[config.mk]
export PLATFORM = sky130hd
export DESIGN_NAME = decode_sequencer
export DESIGN_NICKNAME = d
export VERILOG_FILES = /design/src/rtl/decode_pkg.sv /design/src/rtl/decode_sequencer_imm_gen.sv /design/src/rtl/decode_sequencer.sv
export SDC_FILE = /design/constraint.sdc
export NUM_CORES = 1
export LEC_CHECK = 0
export BUFFER_PORTS_ARGS = -buffer_cell sky130_fd_sc_hd__buf_4
export CAP_MARGIN = 5
export CORE_MARGIN = 2
export CORE_UTILIZATION = 58
export CTS_CLUSTER_SIZE = 20
export DETAILED_ROUTE_END_ITERATION = 10
export PLACE_DENSITY = 0.86
export SLEW_MARGIN = 25
export SYNTH_ARGS = -nofsm -noshare
export SYNTH_HDL_FRONTEND = slang
export SYNTH_HIERARCHICAL = 1
export SYNTH_SLANG_ARGS = --single-unit
[constraint.sdc]
create_clock -name clk -period 12.1 [get_ports clk]
set_input_delay 0.605 -clock clk [delete_from_list [all_inputs] [get_ports clk]]
set_output_delay 0.605 -clock clk [all_outputs]
set_load 0.02 [all_outputs]
[src/rtl/decode_pkg.sv]
// Shared encodings for the decode sequencer: ALU op codes, phases, RV32I opcodes
// and the decoded-instruction payload.
package decode_pkg;

    localparam int unsigned XLEN   = 32;
    localparam int unsigned OP_W   = 5;
    localparam int unsigned REG_W  = 5;
    localparam int unsigned PHASE_W = 3;

    // ALU op codes, identical to the ALU's own encoding
    localparam logic [OP_W-1:0] ALU_ADD    = 5'd0;
    localparam logic [OP_W-1:0] ALU_SLTI   = 5'd1;
    localparam logic [OP_W-1:0] ALU_SLTU   = 5'd2;
    localparam logic [OP_W-1:0] ALU_XORI   = 5'd3;
    localparam logic [OP_W-1:0] ALU_ORI    = 5'd4;
    localparam logic [OP_W-1:0] ALU_ANDI   = 5'd5;
    localparam logic [OP_W-1:0] ALU_SLLI   = 5'd6;
    localparam logic [OP_W-1:0] ALU_SRLI   = 5'd7;
    localparam logic [OP_W-1:0] ALU_SRAI   = 5'd8;
    localparam logic [OP_W-1:0] ALU_SUB    = 5'd9;
    localparam logic [OP_W-1:0] ALU_SLL    = 5'd10;
    localparam logic [OP_W-1:0] ALU_SLT    = 5'd11;
    localparam logic [OP_W-1:0] ALU_XOR    = 5'd13;
    localparam logic [OP_W-1:0] ALU_SRL    = 5'd14;
    localparam logic [OP_W-1:0] ALU_SRA    = 5'd15;
    localparam logic [OP_W-1:0] ALU_OR     = 5'd16;
    localparam logic [OP_W-1:0] ALU_AND    = 5'd17;
    localparam logic [OP_W-1:0] ALU_BEQ    = 5'd18;
    localparam logic [OP_W-1:0] ALU_BNE    = 5'd19;
    localparam logic [OP_W-1:0] ALU_BLT    = 5'd20;
    localparam logic [OP_W-1:0] ALU_BGE    = 5'd21;
    localparam logic [OP_W-1:0] ALU_BLTU   = 5'd22;
    localparam logic [OP_W-1:0] ALU_BGEU   = 5'd23;

    typedef enum logic [PHASE_W-1:0] {
        PH_FETCH  = 3'd0,
        PH_DECODE = 3'd1,
        PH_EXEC   = 3'd2,
        PH_MEM    = 3'd3,
        PH_WB     = 3'd4
    } phase_t;

    localparam logic [6:0] OPC_OP_IMM = 7'h13;
    localparam logic [6:0] OPC_OP     = 7'h33;
    localparam logic [6:0] OPC_BRANCH = 7'h63;
    localparam logic [6:0] OPC_LOAD   = 7'h03;
    localparam logic [6:0] OPC_STORE  = 7'h23;
    localparam logic [6:0] OPC_LUI    = 7'h37;
    localparam logic [6:0] OPC_AUIPC  = 7'h17;
    localparam logic [6:0] OPC_JAL    = 7'h6f;
    localparam logic [6:0] OPC_JALR   = 7'h67;

    typedef struct packed {
        logic [OP_W-1:0] op;
        logic [XLEN-1:0] opa;
        logic [XLEN-1:0] opb;
        logic [XLEN-1:0] imm;
        logic            writes_rd;
        logic            is_branch;
        logic            is_load;
        logic            is_store;
        logic            is_jump;
        logic            legal;
    } dec_t;

endpackage

[src/rtl/decode_sequencer_imm_gen.sv]
// Combinational RV32I immediate extraction; all formats sign-extend from instr[31].
module imm_gen
    import decode_pkg::*;
(
    input  logic [31:7]     instr,
    output logic [XLEN-1:0] imm_i,
    output logic [XLEN-1:0] imm_s,
    output logic [XLEN-1:0] imm_b,
    output logic [XLEN-1:0] imm_u,
    output logic [XLEN-1:0] imm_j
);

    assign imm_i = {{20{instr[31]}}, instr[31:20]};
    assign imm_s = {{20{instr[31]}}, instr[31:25], instr[11:7]};
    assign imm_b = {{19{instr[31]}}, instr[31], instr[7], instr[30:25], instr[11:8], 1'b0};
    assign imm_u = {instr[31:12], 12'b0};
    assign imm_j = {{11{instr[31]}}, instr[31], instr[19:12], instr[20], instr[30:21], 1'b0};

endmodule

[src/rtl/decode_sequencer.sv]
// Phase sequencer and RV32I decoder feeding the ALU.
// Optional feature: DECODE_ILLEGAL_TRAP_EN drives the illegal flag for unknown words.
module decode_sequencer
    import decode_pkg::*;
#(
    parameter logic [2:0]  RESET_PHASE = 3'd0,
    parameter logic [31:0] NOP_WORD    = 32'h0000_0013
) (
    input  logic        clk,
    input  logic        rst,
    input  logic [31:0] imem_rdata,
    input  logic        imem_valid,
    input  logic [31:0] pc,
    input  logic [31:0] rs1_data,
    input  logic [31:0] rs2_data,
    input  logic        mem_done,
    output logic [4:0]  rs1_addr,
    output logic [4:0]  rs2_addr,
    output logic [2:0]  phase,
    output logic [4:0]  alu_op,
    output logic [31:0] alu_opa,
    output logic [31:0] alu_opb,
    output logic [31:0] imm,
    output logic [4:0]  rd_addr,
    output logic        rd_we,
    output logic        is_branch,
    output logic        is_load,
    output logic        is_store,
    output logic        is_jump,
    output logic        illegal
);

    phase_t          phase_q;
    logic [31:0]     instr_q;
    logic [31:0]     pc_q;
    logic            writes_rd_q;
    logic [XLEN-1:0] imm_i, imm_s, imm_b, imm_u, imm_j;
    dec_t            dec_raw;
    dec_t            dec_c;
    logic [6:0]      opc;
    logic [2:0]      f3;
    logic [6:0]      f7;
    logic [XLEN-1:0] shamt;

    assign opc      = instr_q[6:0];
    assign f3       = instr_q[14:12];
    assign f7       = instr_q[31:25];
    assign shamt    = {27'b0, instr_q[24:20]};
    assign rs1_addr = instr_q[19:15];
    assign rs2_addr = instr_q[24:20];
    assign phase    = phase_q;

    imm_gen u_imm_gen (
        .instr (instr_q[31:7]),
        .imm_i (imm_i),
        .imm_s (imm_s),
        .imm_b (imm_b),
        .imm_u (imm_u),
        .imm_j (imm_j)
    );

    // Decode of the latched word; unknown words collapse to an all-zero (add 0+0) payload
    always_comb begin
        dec_raw = '0;
        unique case (opc)
            OPC_OP_IMM: begin
                dec_raw.legal     = 1'b1;
                dec_raw.writes_rd = 1'b1;
                dec_raw.opa       = rs1_data;
                dec_raw.opb       = imm_i;
                dec_raw.imm       = imm_i;
                unique case (f3)
                    3'b000: dec_raw.op = ALU_ADD;
                    3'b001: begin dec_raw.op = ALU_SLLI; dec_raw.opb = shamt; end
                    3'b010: dec_raw.op = ALU_SLTI;
                    3'b011: dec_raw.op = ALU_SLTU;
                    3'b100: dec_raw.op = ALU_XORI;
                    3'b101: begin
                        dec_raw.op  = instr_q[30] ? ALU_SRAI : ALU_SRLI;
                        dec_raw.opb = shamt;
                    end
                    3'b110: dec_raw.op = ALU_ORI;
                    default: dec_raw.op = ALU_ANDI;
                endcase
            end
            OPC_OP: begin
                dec_raw.legal     = (f7 == 7'h00) || (f7 == 7'h20);
                dec_raw.writes_rd = 1'b1;
                dec_raw.opa       = rs1_data;
                dec_raw.opb       = rs2_data;
                unique case (f3)
                    3'b000: dec_raw.op = instr_q[30] ? ALU_SUB : ALU_ADD;
                    3'b001: dec_raw.op = ALU_SLL;
                    3'b010: dec_raw.op = ALU_SLT;
                    3'b011: dec_raw.op = ALU_SLTU;
                    3'b100: dec_raw.op = ALU_XOR;
                    3'b101: dec_raw.op = instr_q[30] ? ALU_SRA : ALU_SRL;
                    3'b110: dec_raw.op = ALU_OR;
                    default: dec_raw.op = ALU_AND;
                endcase
            end
            OPC_LUI, OPC_AUIPC: begin
                dec_raw.legal     = 1'b1;
                dec_raw.writes_rd = 1'b1;
                dec_raw.opa       = (opc == OPC_AUIPC) ? pc_q : '0;
                dec_raw.opb       = imm_u;
                dec_raw.imm       = imm_u;
            end
            OPC_JAL, OPC_JALR: begin
                dec_raw.legal     = (opc == OPC_JAL) || (f3 == 3'b000);
                dec_raw.writes_rd = 1'b1;
                dec_raw.is_jump   = 1'b1;
                dec_raw.opa       = pc_q;
                dec_raw.opb       = 32'd4;
                dec_raw.imm       = (opc == OPC_JAL) ? imm_j : imm_i;
            end
            OPC_LOAD: begin
                dec_raw.legal     = (f3 != 3'b011) && (f3 != 3'b110) && (f3 != 3'b111);
                dec_raw.writes_rd = 1'b1;
                dec_raw.is_load   = 1'b1;
                dec_raw.opa       = rs1_data;
                dec_raw.opb       = imm_i;
                dec_raw.imm       = imm_i;
            end
            OPC_STORE: begin
                dec_raw.legal    = (f3 <= 3'b010);
                dec_raw.is_store = 1'b1;
                dec_raw.opa      = rs1_data;
                dec_raw.opb      = imm_s;
                dec_raw.imm      = imm_s;
            end
            OPC_BRANCH: begin
                dec_raw.legal     = (f3 != 3'b010) && (f3 != 3'b011);
                dec_raw.is_branch = 1'b1;
                dec_raw.opa       = rs1_data;
                dec_raw.opb       = rs2_data;
                dec_raw.imm       = imm_b;
                unique case (f3)
                    3'b000: dec_raw.op = ALU_BEQ;
                    3'b001: dec_raw.op = ALU_BNE;
                    3'b100: dec_raw.op = ALU_BLT;
                    3'b101: dec_raw.op = ALU_BGE;
                    3'b110: dec_raw.op = ALU_BLTU;
                    3'b111: dec_raw.op = ALU_BGEU;
                    default: dec_raw.op = ALU_ADD;
                endcase
            end
            default: dec_raw = '0;
        endcase
        dec_c = dec_raw.legal ? dec_raw : '0;
    end

    // Phase sequencing; decoded operands are captured once on DECODE exit and held through WB
    always_ff @(posedge clk or posedge rst) begin
        if (rst) begin
            phase_q     <= phase_t'(RESET_PHASE);
            instr_q     <= NOP_WORD;
            pc_q        <= '0;
            alu_op      <= '0;
            alu_opa     <= '0;
            alu_opb     <= '0;
            imm         <= '0;
            rd_addr     <= '0;
            writes_rd_q <= 1'b0;
            is_branch   <= 1'b0;
            is_load     <= 1'b0;
            is_store    <= 1'b0;
            is_jump     <= 1'b0;
            rd_we       <= 1'b0;
        end else begin
            rd_we <= 1'b0;
            unique case (phase_q)
                PH_FETCH: begin
                    if (imem_valid) begin
                        instr_q <= imem_rdata;
                        pc_q    <= pc;
                        phase_q <= PH_DECODE;
                    end
                end
                PH_DECODE: begin
                    alu_op      <= dec_c.op;
                    alu_opa     <= dec_c.opa;
                    alu_opb     <= dec_c.opb;
                    imm         <= dec_c.imm;
                    rd_addr     <= instr_q[11:7];
                    writes_rd_q <= dec_c.writes_rd;
                    is_branch   <= dec_c.is_branch;
                    is_load     <= dec_c.is_load;
                    is_store    <= dec_c.is_store;
                    is_jump     <= dec_c.is_jump;
                    phase_q     <= PH_EXEC;
                end
                PH_EXEC: begin
                    if (is_load || is_store) begin
                        phase_q <= PH_MEM;
                    end else begin
                        phase_q <= PH_WB;
                        rd_we   <= writes_rd_q && (rd_addr != 5'd0);
                    end
                end
                PH_MEM: begin
                    if (mem_done) begin
                        phase_q <= PH_WB;
                        rd_we   <= writes_rd_q && (rd_addr != 5'd0);
                    end
                end
                PH_WB:   phase_q <= PH_FETCH;
                default: phase_q <= PH_FETCH;
            endcase
        end
    end

`ifdef DECODE_ILLEGAL_TRAP_EN
    // Illegal flag spans DECODE exit through WB only
    always_ff @(posedge clk or posedge rst) begin
        if (rst) begin
            illegal <= 1'b0;
        end else if (phase_q == PH_DECODE) begin
            illegal <= ~dec_raw.legal;
        end else if (phase_q == PH_WB) begin
            illegal <= 1'b0;
        end
    end
`else
    assign illegal = 1'b0;
`endif

endmodule

== Word-level counts from Yosys, hierarchy flattened ==
Cells that the tools add are included.
Word-level totals
  input bits: 132
  output and inout bits: 125
  logic and storage cells: 87
  register bits after elaboration: 179
Operators by class
  order comparisons: 1
  reduce and logical (&&, ||, !) cells: 20
  equality and inequality tests: 26
  mux-type cells: 26
Operators by type and width (number)
  $pmux W64 S6: 1
  $pmux W32 S5: 1
  $mux W107: 1
  $mux W32: 2
  $pmux W5 S7: 1
  $pmux W5 S6: 1
  $eq A7 B6 Y1 const B: 4
  $pmux W4 S7: 1
  $eq A7 B7 Y1 const B: 3
  $mux W20: 1
  $pmux W5 S3: 1
  $eq A7 B5 Y1 const B: 2
  $eq A3 B2 Y1 const B: 4
  $eq A3 B3 Y1 const B: 4
  $pmux W3 S4: 1
  $reduce_or A2 Y1: 5
  $mux W3: 3
  $mux W1: 8
  $mux W4: 2
  $eq A7 B2 Y1 const B: 1
  $logic_not A7 Y1: 1
  $reduce_or A7 Y1: 1
  $eq A3 B1 Y1 const B: 2
  $logic_not A3 Y1: 2
  other kinds (11): 20

== Logic depth before layout (Yosys ltp) ==
  word-level depth: 5
  mapped depth: 9

== Modules after synthesis ==
The synthesis kept the hierarchy.
Modules (own cells, without submodules)
  decode_sequencer: seq. area each 4483.0 um^2, instances 1, area each 8867.3 um^2, cells an instance 827
  imm_gen: seq. area each 0.0 um^2, instances 1, area each 1204.9 um^2, cells an instance 161

== Least setup slack after synthesis ==
OpenSTA, ideal clock, no wires.
  kind: register -> register
  start point: register instr_q[31]
  end point: register alu_opb[2]
  setup slack: 9.400 ns
  data arrival time: 2.605 ns
  period minus slack after synthesis: 2.700 ns
  library setup time: 0.095 ns
  path buffers: 2
  data required time: 12.005 ns
  cell stages (with the launch flop): 7
  cells stage by stage: dfrtp_1 o311a_1 a2111oi_4 nor2_2 buf_2 buf_6 o31ai_1
On the way
  longest elaborated chain between the ends: 4
  elaborated cells between the ends (all ways): 5
  classes of those cells: eq/ne: 1; mux: 2; reduce/logical: 2
Ends and longest elaborated chain
  start, declared: line decode_sequencer.sv:34  | logic [31:0] instr_q;
  start signal, assigned: line decode_sequencer.sv:175  | instr_q <= imem_rdata;
  $eq A7 B6 Y1 / $logic_not A7 Y1 (equally long branches): line decode_sequencer.sv:87  | dec_raw.legal = (f7 == 7'h00) || (f7 == 7'h20);
  $logic_or A1 B1 Y1 (*): line decode_sequencer.sv:87
  $pmux W1 S6 (*): line decode_sequencer.sv:65  | unique case (opc)
  $mux W107 (*): line decode_sequencer.sv:150  | dec_c = dec_raw.legal ? dec_raw : '0;
  end signal, assigned: line decode_sequencer.sv:183  | alu_opb <= dec_c.opb;
  end, declared: line decode_sequencer.sv:22  | output logic [31:0] alu_opb,
Every way passes the cells marked *; elsewhere a longest branch is shown, timed or not.
A chain may end at the register's enable or synchronous reset.

== Worst setup path in the final report ==
  start point: register phase_q[0], in the netlist phase[0]
  end point: register imm[8]
On the way
  longest elaborated chain between the ends: 1
Ends and longest elaborated chain
  start, declared: line decode_sequencer.sv:33  | phase_t phase_q;
  start signal, assigned: line decode_sequencer.sv:156  | phase_q <= phase_t'(RESET_PHASE);
  $eq A3 B1 Y1: line decode_sequencer.sv:172  | unique case (phase_q)
  end signal, assigned: line decode_sequencer.sv:184  | imm <= dec_c.imm;
  end, declared: line decode_sequencer.sv:23  | output logic [31:0] imm,
No other way between the ends.

==> impl_metrics.csv <==
group,metric,value,unit
synthesis,seq_area_frac_synth,44.5,%
critical_path,cp.arrival,3.44,ns
detailed_routing,wl_per_cell,20.4,um
clocking,cts_setup_buffers,0,
clocking,clk_path_buf_depth,2,
min_path,hold_path_class,"in2async",
detailed_routing,route.antenna.remaining_nets,0,
grt,antenna_found_initial,0,
clocking,clk_latency,0.43,ns
critical_path,crit_chain,"inv_1 -> or3_4 -> buf_4 -> a211oi_1 -> o21ai_2 -> buf_4 -> o21ai_0",
clocking,cts_sinks,179,
synthesis,synth_compound_area_share,24.0,%
floorplanning,ios,257,
detailed_routing,dr.pass1.iters,5,
grt,track_usage,28.4,%
sta,worst_pin_slew,1.02,ns
synthesis,synth_mux_area_share,7.59,%
sta,hold_slack,0.282,ns
critical_path,crit_fanout,105,
clocking,hold_buffers,0,
status,run_status,"finished clean",
grt,grt_first_pass_wirelength,40.4,mm
sta,relSlewSlack,31.8,%
sta,finalHoldViolCount,0,
detailed_routing,drtIter0Drc,669,
critical_path,slowest_delay,0.86,ns
synthesis,synth_top_family_by_area,"compound AO/OA/AOI/OAI gates",
synthesis,yosysWarnings,6,
cells_and_area,layout.cells.most_common_list,"269 x buf_4, 175 x dfrtp_1, 107 x nand2_1",
floorplanning,fp-row-count,48,
cells_and_area,layout.cells.non_filler,1279,
cells_and_area,area_growth,13.8,%
power,vdd_ir_drop_max,132,uV
clocking,cts.reportedPaths.clkPinSlew,0.07,ns
sta,setup_viol,0,
sta,fin_crit_sh,26.0,%
synthesis,ys_ff_latch,179,
detailed_routing,route.detailed.drc,0,
floorplanning,core_area,17100,um2
power,powerDensity,196,nW/um2
power,p_leak,0.00511,uW
synthesis,synth.area.top_cells,"dfrtp_1 44%, buf_4 13%, mux2_2 7.5%",
synthesis,synthSimpleGateAreaFrac,7.01,%
critical_path,cp_slowest_cell,"buf_4",
grt,overflow,0,
synthesis,syn_area,10100,um2
sta,fmax,317,MHz
floorplanning,die_h,136,um
synthesis,synth-async-reset-ratio,100,%
placed_design,place_congestion,0.928,
critical_path,cp.required,12.39,ns
critical_path,crit_type,"reg2reg",
clocking,cts_tree,"built",
grt,grt_pass1_vias,7570,
sta,finalSetupTns,0,ns
synthesis,synthFlopType,"dfrtp_1",
sta,fin_skew,0.0124,ns
synthesis,netlist_instances,988,
synthesis,synth-xor-area-share,0.174,%
sta,rsz0062_at_grt,"no",
clocking,cts_max_level,4,
sta,drv_slew,0,
critical_path,cp_common_cell,"buf_4",
sta,fin_crit,3.15,ns
detailed_routing,drt-total-wl,26.2,mm
synthesis,synthDistinctLibCells,57,
placed_design,dp.cells,1248,
synthesis,synth_edf_count,0,
placed_design,io_buffers,255,
cells_and_area,final_common_cell,"buf_4",
detailed_routing,detailroute.via_count,7829,
synthesis,synth_adder_area_share,0.621,%
synthesis,yosysTopAreaCell,"dfrtp_1",
run,drv_cap,0,
cells_and_area,n_antenna_cell,0,
critical_path,crit_buf_inv,3,
cells_and_area,nNetsFinal,1179,
clocking,cts_buffers,17,
critical_path,cp-end-kind,"register",
clocking,cts_resized,0,
clocking,cts-root-buf,"clkbuf_16",
critical_path,cp_top_family,"buffers and inverters",
cells_and_area,drive_gt1_share,37.5,%
floorplanning,dieArea,18400,um2
synthesis,yosys.area.top_type_share,43.7,%
synthesis,avgSynthCellArea,10.2,um2
placed_design,hpwl,17.5,mm
floorplanning,die_width,136,um
grt,grt_max_degree,106,
critical_path,crit_path_start_kind,"register",
cells_and_area,n_fill_cell,1331,
floorplanning,start_util,58.8,%
detailed_routing,viasPerCell,6.12,
## cells in the mapped netlist (5+ instances only)
cell type / count
dfrtp_1: 176
nand2_1: 107
a221oi_1: 21
a22o_1: 76
mux2_2: 67
ha_1: 5
nor3_1: 7
o21ba_2: 6
inv_1: 7
o21ai_0: 49
a22oi_1: 35
nor2b_1: 5
a211oi_1: 33
buf_2: 7
o31ai_1: 58
clkbuf_1: 68
nor2_1: 13
buf_4: 171
a21oi_1: 10
## metrics by stage
step	cell area, um2	setup slack (ns)	util, %	total power (uW)
finish	11500	8.95	67.0	2250
global route	11500	8.63	67.0	2360
CTS	11500	8.90	67.0	2250
detailed placement	10900	8.92	63.7	1730
global placement	10900	9.00	63.7	1700
floorplan	10100	6.64	-	1820
## worst paths after layout
check,slack [ns],cells after the start,startpoint,end
setup / recovery,8.95,7,phase[0]$_DFFE_PP0P_,imm[8]$_DFFE_PP0P_
hold / removal,0.28,2,rst,alu_opa[10]$_DFFE_PP0P_
setup reg to reg,8.95,7,phase[0]$_DFFE_PP0P_,imm[8]$_DFFE_PP0P_
hold reg to reg,0.47,2,alu_opa[31]$_DFFE_PP0P_,alu_opa[31]$_DFFE_PP0P_
max in group asynchronous,10.60,3,rst,instr_q[31]$_DFFE_PP0P_
min in group clk,0.38,3,imem_rdata[4],instr_q[4]$_DFFE_PP1P_
## cells by family (layout without fill, tap and decap cells)
| group | after synthesis | in the layout |
|---|---|---|
| compound gates | 318 | 318 |
| xor+xnor | 2 | 2 |
| fa+ha+maj | 5 | 5 |
| buf+inv | 255 | 308 |
| flops | 179 | 179 |
| mux | 68 | 68 |
| other cells | 2 | 15 |
| simple gates | 159 | 159 |
## state kept, by name, indices dropped and copies added (netlist names)
signal,flops
alu_op,5
alu_opa,32
alu_opb,32
imm,32
instr_q,32
is_branch,1
is_jump,1
is_load,1
is_store,1
pc_q,32
phase,3
rd_addr,5
rd_we,1
writes_rd_q,1
## layout make-up
class                      count  area, um2  share of cell area, %
multi-input combinational    567       4090                   35.6
inverter                       7       33.8                  0.295
clock inverter                13        111                  0.971
timing repair buffer         270       2030                   17.7
tap                          225        282                   2.46
sequential                   179       4480                   39.1
clock buffer                  18        439                   3.83
## power breakdown
part	internal, uW	switching (uW)	total (uW)
clock network	288	236	523
registers	734	196	930
logic	330	463	793
total	1350	895	2250
## worst reg2reg max path: stages, from the launching register on
cell and delay (ns):
dfrtp_1 0.47, inv_1 0.12, or3_4 0.63, buf_4 0.87
a211oi_1 0.16, o21ai_2 0.29, buf_4 0.34, o21ai_0 0.14
## routing by layer
| metal | GRT usage, % | part of all wire, % | vias to the layer above |
|---|---|---|---|
| met5 | 0 | 0 | - |
| met3 | 8.38 | 10 | 42 |
| li1 | - | - | 3560 |
| met4 | 11.0 | 2.8 | 0 |
| met2 | 44.9 | 47 | 411 |
| met1 | 37.0 | 40 | 3816 |
(Power assumes the default switching activity.)
